--- src/rtl/feature_context_stream_concat.sv ---
// Streaming feature/context joiner: gathers one feature beat and NUM_CTX context
// slices over valid/ready streams and emits the concatenation from a registered output.
module feature_context_stream_concat #(
  parameter int unsigned FEATURE_WIDTH = 128,
  parameter int unsigned CTX_WIDTH     = 128,
  parameter int unsigned NUM_CTX       = 3,
  parameter bit          FEATURE_FIRST = 1'b1,
  localparam int unsigned OUT_WIDTH    = FEATURE_WIDTH + NUM_CTX*CTX_WIDTH
) (
  input  logic                     clk,
  input  logic                     rst,
  input  logic                     feat_valid,
  input  logic [FEATURE_WIDTH-1:0] feat_data,
  output logic                     feat_ready,
  input  logic                     ctx_valid,
  input  logic [CTX_WIDTH-1:0]     ctx_data,
  output logic                     ctx_ready,
  output logic                     out_valid,
  output logic [OUT_WIDTH-1:0]     out_data,
  input  logic                     out_ready,
  output logic [15:0]              pkt_count
);

  localparam int unsigned CTX_BITS = NUM_CTX*CTX_WIDTH;
  localparam int unsigned CNT_W    = $clog2(NUM_CTX+1);

  logic [FEATURE_WIDTH-1:0] r_feat;
  logic                     r_feat_held;
  logic [CTX_BITS-1:0]      r_ctx;
  logic [CNT_W-1:0]         r_ctx_cnt;
  logic                     r_out_valid;
  logic [OUT_WIDTH-1:0]     r_out_data;
  logic                     r_feat_ready;
  logic                     r_ctx_ready;
  logic [15:0]              r_pkt_count;

  logic                     w_feat_xfer;
  logic                     w_ctx_xfer;
  logic                     w_out_xfer;
  logic                     w_ctx_full;
  logic                     w_join;
  logic                     w_held_nxt;
  logic [CNT_W-1:0]         w_cnt_nxt;
  logic [OUT_WIDTH-1:0]     w_joined;

  // Handshakes and the next-state of the gather bookkeeping
  always_comb begin
    w_feat_xfer = feat_valid & r_feat_ready;
    w_ctx_xfer  = ctx_valid & r_ctx_ready;
    w_out_xfer  = r_out_valid & out_ready;
    w_ctx_full  = (r_ctx_cnt == CNT_W'(NUM_CTX));
    w_join      = r_feat_held & w_ctx_full & (~r_out_valid | out_ready);

    w_held_nxt = r_feat_held;
    if (w_feat_xfer) w_held_nxt = 1'b1;
    if (w_join)      w_held_nxt = 1'b0;

    w_cnt_nxt = r_ctx_cnt;
    if (w_ctx_xfer) w_cnt_nxt = r_ctx_cnt + CNT_W'(1);
    if (w_join)     w_cnt_nxt = '0;

    w_joined = FEATURE_FIRST ? {r_feat, r_ctx} : {r_ctx, r_feat};
  end

  // Readies are registered copies of next-state so no input reaches them combinationally
  always_ff @(posedge clk) begin
    if (rst) begin
      r_feat       <= '0;
      r_feat_held  <= 1'b0;
      r_ctx        <= '0;
      r_ctx_cnt    <= '0;
      r_out_valid  <= 1'b0;
      r_out_data   <= '0;
      r_feat_ready <= 1'b1;
      r_ctx_ready  <= 1'b1;
      r_pkt_count  <= '0;
    end else begin
      r_feat_held  <= w_held_nxt;
      r_ctx_cnt    <= w_cnt_nxt;
      r_feat_ready <= ~w_held_nxt;
      r_ctx_ready  <= (w_cnt_nxt < CNT_W'(NUM_CTX));

      if (w_feat_xfer) r_feat <= feat_data;

      for (int unsigned i = 0; i < NUM_CTX; i++) begin
        if (w_ctx_xfer && (r_ctx_cnt == CNT_W'(i)))
          r_ctx[i*CTX_WIDTH +: CTX_WIDTH] <= ctx_data;
      end

      if (w_join) begin
        r_out_valid <= 1'b1;
        r_out_data  <= w_joined;
      end else if (w_out_xfer) begin
        r_out_valid <= 1'b0;
      end

      if (w_out_xfer) r_pkt_count <= r_pkt_count + 16'd1;
    end
  end

  assign feat_ready = r_feat_ready;
  assign ctx_ready  = r_ctx_ready;
  assign out_valid  = r_out_valid;
  assign out_data   = r_out_data;
  assign pkt_count  = r_pkt_count;

endmodule

--- config.mk ---
export PLATFORM = sky130hd
export DESIGN_NAME = feature_context_stream_concat
export DESIGN_NICKNAME = d
export VERILOG_FILES = /design/src/rtl/feature_context_stream_concat.sv
export SDC_FILE = /design/constraint.sdc
export NUM_CORES = 2
export LEC_CHECK = 0
export BUFFER_PORTS_ARGS = -buffer_cell sky130_fd_sc_hd__buf_4
export CAP_MARGIN = 30
export CORE_MARGIN = 10
export CORE_UTILIZATION = 38
export DETAILED_ROUTE_END_ITERATION = 8
export PLACE_DENSITY_LB_ADDON = 0.15
export SLEW_MARGIN = 40
export SYNTH_ARGS = -nofsm -noshare
export SYNTH_HDL_FRONTEND = slang
export SYNTH_SLANG_ARGS = --single-unit
export TNS_END_PERCENT = 1
--- constraint.sdc ---
create_clock -name clk -period 2.75 [get_ports clk]
set_input_delay 0.275 -clock clk [delete_from_list [all_inputs] [get_ports clk]]
set_output_delay 0.275 -clock clk [all_outputs]
set_load 0.05 [all_outputs]
* Word level (Yosys, flattened, before mapping)
Index checks and enable logic that the tools add are counted.
Storage, ports and cells: input port bits 261, register bits after elaboration 1046, logic and storage cells 36, output and inout port bits 531
Cells by class: add/subtract/negate cells 2, eq/ne operators 3, magnitude comparators 1, reduce and logical (&&, ||, !) cells 5, multiplexer cells 6, bitwise gates (word level) 8
Operator list (number):
- adder 16 x 1 -> 16 bit, second input constant | 1
- AND 1 bit | 5
- equality test 2 bit, second input constant | 2
- two-way mux 1 bit | 4
- two-way mux 2 bit | 2
- logical AND 1 bit | 3
- adder 2 x 1 -> 2 bit, second input constant | 1
- equality test 2 x 1 -> 1 bit, second input constant | 1
- zero test 2 bit | 1
- < comparator 2 bit, second input constant | 1
- inverter 1 bit | 2
- nonzero test 2 bit | 1
- OR 1 bit | 1

* Logic depth before layout (Yosys ltp)
depth after elaboration 5, gate-level depth with buffers 8, gate-level depth less buffers 5

* Worst setup path before layout
Ideal clock, no wire load.
kind reg-to-reg, start reg r_pkt_count[7] (netlist: pkt_count[7]), end reg r_pkt_count[14] (netlist: pkt_count[14]), period minus slack after synthesis 1.868 ns, path buffers 0, slack 0.882 ns, library setup time 0.121 ns, data required time 2.629 ns, cell stages (with the launch flop) 5, data arrival time 1.748 ns, cells stage by stage dfxtp_1 > nand4_2 > nor4_1 > nor2b_1 > mux2_2
On the way: cells in the longest elaborated chain, start to end 1
RTL lines:
- from (decl) | line 35 | logic [15:0] r_pkt_count;
- from (signal assigned) | line 97 | if (w_out_xfer) r_pkt_count <= r_pkt_count + 16'd1;
- adder 16 x 1 -> 16 bit | line 97
No other way between the ends. A chain may end at the register's enable or synchronous reset.

* Worst setup path after layout
start reg r_ctx_cnt[0], end reg r_out_data[276] (netlist: out_data[276])
On the way: cells in the longest elaborated chain, start to end 3
RTL lines:
- from (decl) | line 30 | logic [CNT_W-1:0] r_ctx_cnt;
- from (signal assigned) | line 79 | r_ctx_cnt <= w_cnt_nxt;
- equality test 2 bit | line 51 | w_ctx_full = (r_ctx_cnt == CNT_W'(NUM_CTX));
- AND 1 bit (2 in a row) | line 52 | w_join = r_feat_held & w_ctx_full & (~r_out_valid | out_ready);
- to (signal assigned) | line 92 | r_out_data <= w_joined;
- to (decl) | line 32 | logic [OUT_WIDTH-1:0] r_out_data;
No other way between the ends.

==> flow_summary_export.csv <==
group,metric,value,unit
synth,avgSynthCellArea,7.86,µm²
power_and_ir_drop,combPwrFrac,7.5,%
placed_design,hpwl,86.7,mm
setup_path,reg2reg_from,"r_ctx_cnt[0]",
cells_and_area,layout_common_cells,"nand2_1, dfxtp_1, a21oi_1",
cells_and_area,drive_gt1_share,19.0,%
clocking,insertion_delay,0.72,ns
synth,ys_seq_area_share,58.4,%
route,vias_per_cell,4.86,
die,chipWidth,327,µm
power_and_ir_drop,p_leak,18.8,nW
setup_path,cp_max_fo,32,
power_and_ir_drop,switching_share,24.0,%
cells_and_area,fillerInstances,9007,
worst_hold_path,min_to,"r_feat[3]",
power_and_ir_drop,peakVddDrop,519,µV
die,rows,112,
timing,skew,0.0343,ns
timing,fin_ws,0.740,ns
grt,grt_start_max_net_pins,122,
route,dr.pass1.iters,5,
placed_design,gp_congestion,0.836,
power_and_ir_drop,p_switching,8.03,mW
die,fp.coreArea,93500,µm²
cells_and_area,mostFrequentLayoutCell,"nand2_1",
die,io-pin-count,792,
clocking,path_clk_slew,0.06,ns
placed_design,pre_cts_slack,0.744,ns
clocking,post_cts_resized,0,
route,wl_met3,8.90,mm
synth,synth_nets,4825,
grt,grt_pass1_wl,193,mm
worst_hold_path,whs_path_depth,4,
synth,synthCells,4559,
die,die_h,327,µm
setup_path,r2r_end,"out_data[276]",
timing,post-route-min-period,2.01,ns
route,drtIter0Drc,2764,
die,initial_core_util,38.3,%
clocking,numCtsBuffers,110,
setup_path,reg2reg_depth,7,
worst_hold_path,hp-start,"feat_valid",
route,drc_errors,0,
cells_and_area,nets,5723,
clocking,root_buffer,"clkbuf_16",
clocking,cts_tree,"built",
timing,period_share,73.1,%
die,dieArea,107000,µm²
cells_and_area,layoutNonFillerInstCount,6817,
cells_and_area,seqCellArea,20900,µm²
route,highest_layer,"met5",
run,cap_violations,0,
timing,max_freq,498,MHz
route,m1WireLength,52.3,mm
synth,ys_types,31,
route,met2WireLength,61.1,mm
clocking,cts_buffer_depth,3,
synth,ys_ff_latch,1046,
grt,grt_usage,22.7,%
outcome,status,"finished clean",
route,wl_per_cell,18.7,µm
power_and_ir_drop,power_density,676,nW/µm²
power_and_ir_drop,intPower,25.4,mW
timing,slew_violations,0,
timing,slew_headroom,58.5,%
route,num_vias,33200,
timing,grt_setup_unrepaired,"false",
worst_hold_path,hp-class,"in -> reg",
setup_path,start_kind,"register",
route,postRouteAntennaNets,0,
setup_path,worst_setup_path_end_kind,"register",
setup_path,worstPathRequired,3.39,ns
placed_design,numPlacedInstances,6337,
setup_path,critical_path_arrival,2.65,ns
grt,grt_antenna_before_repair,13,
timing,fin_setup_tns,0,ns
grt,grt_pass1_vias,31100,
grt,grt.overflow.total,0,
timing,hold_viol,0,
timing,finalSetupViolCount,0,
clocking,cts.sinks,1046,
clocking,htree_levels,3,
placed_design,io_buffer_count,791,
synth,mappedNetlistArea,35800,µm²
power_and_ir_drop,clkPwrFrac,45.1,%
power_and_ir_drop,seqPwrFrac,47.4,%
cells_and_area,multi_input_area,13500,µm²
setup_path,r2r_setup_slack,0.74,ns
cells_and_area,area_growth,38.0,%
synth,yosys_warnings,0,
setup_path,path_class,"reg -> reg",
timing,worst_pin_slew,0.623,ns
route,drt-total-wl,128,mm
-- synth_stat cells, drive strengths merged --
cell	number	area [µm²]
nand2b	1	6.26
nor2b	5	31.3
or2	1	6.26
and2	1	6.26
a21oi	1028	5140
clkbuf	201	754
o21a	1	7.51
and3	3	18.8
o41ai	1	8.76
nor3	5	25.0
nand4	3	25.0
nor4	4	25.0
buf	141	719
ha	5	62.6
nand3	13	70.1
dfxtp	1046	20900
or3	1	6.26
mux2	3	33.8
a211oi	1	7.51
nand2	2059	7730
inv	5	18.8
xnor2	9	78.8
nor2	16	62.6
or4b	1	10.0
o21ai	3	15.0
xor2	2	17.5
-- flip-flops by register name, summed over array words and instances, names as in the netlist --
signal,cells
ctx_ready,1
r_feat_held,1
r_feat,128
feat_ready,1
r_ctx,384
out_valid,1
r_ctx_cnt,2
out_data,512
pkt_count,16
-- power groups by stage --
stage                     Sequential (mW)  Combinational (mW)  Clock, mW
after floorplan                      16.2                1.16          0
after global placement               16.2                2.15          0
after detailed placement             16.2                2.17          0
after CTS                            15.8                2.52       15.4
after global routing                 15.9                2.73       16.0
final                                15.8                2.49       15.1
-- stage by stage --
stage	instance area (µm²)	power (mW)	hold slack, ns	util (%)
6_report	49400	33.4	0.163	52.9
5_1_grt	49400	34.6	0.156	52.9
4_1_cts	49400	33.7	0.125	52.9
3_5_place_dp	43100	18.3	0.441	46.1
3_3_place_gp	43100	18.3	0.436	46.1
2_1_floorplan	35800	17.3	0.411	-
-- worst max path at each step --
stage / start / endpoint / slack, ns / cells after the start
3_3_place_gp: r_ctx_cnt[0] / out_data[29] / 0.79 / 7
5_1_grt: r_ctx_cnt[0] / out_data[24] / 0.56 / 7
4_1_cts: r_ctx_cnt[0] / r_ctx[324] / 0.71 / 6
3_5_place_dp: r_ctx_cnt[0] / out_data[151] / 0.74 / 7
2_1_floorplan: pkt_count[7] / pkt_count[14] / 0.88 / 4
6_report: r_ctx_cnt[0] / out_data[276] / 0.74 / 7
-- layout make-up --
class                   count  area share [%]
multi-input cells        3166            27.3
flip-flops and latches   1046            42.4
diodes                     12          0.0607
well taps                1254            3.17
clock buffers             169            6.52
repair buffers           1128            19.6
inverters                   5          0.0380
clock inverters            37           0.964
-- cells by family after synthesis --
logic type	after synthesis	synth area share, %
AO/OA/AOI/OAI	1034	14.5
XOR/XNOR	11	0.269
adder cells (fa/ha/maj)	5	0.175
buffers and inverters	347	4.17
flip-flops	1046	58.4
multiplexers	3	0.0943
AND/OR/NAND/NOR	2113	22.4
-- worst max-delay path, cell delays in order (launching register included) --
cell and delay [ns]:
dfxtp_1 0.39, ha_1 0.27, nand2_1 0.13, nor2b_4 0.16, buf_4 0.31, buf_4 0.41, nand2_1 0.10, a21oi_1 0.15
-- routing by layer --
layer,up-vias,global-route usage (%)
li1,16400,-
met5,-,0
met2,918,37.8
met3,227,5.87
met1,15600,27.5
met4,4,9.31
-- what timing repair did --
action | in CTS | in global routing
setup buffers | 0 | 0
endpoints found under the hold margin | 528 | 0
hold buffers | 262 | 0
Power figures use the tool's default switching activity.
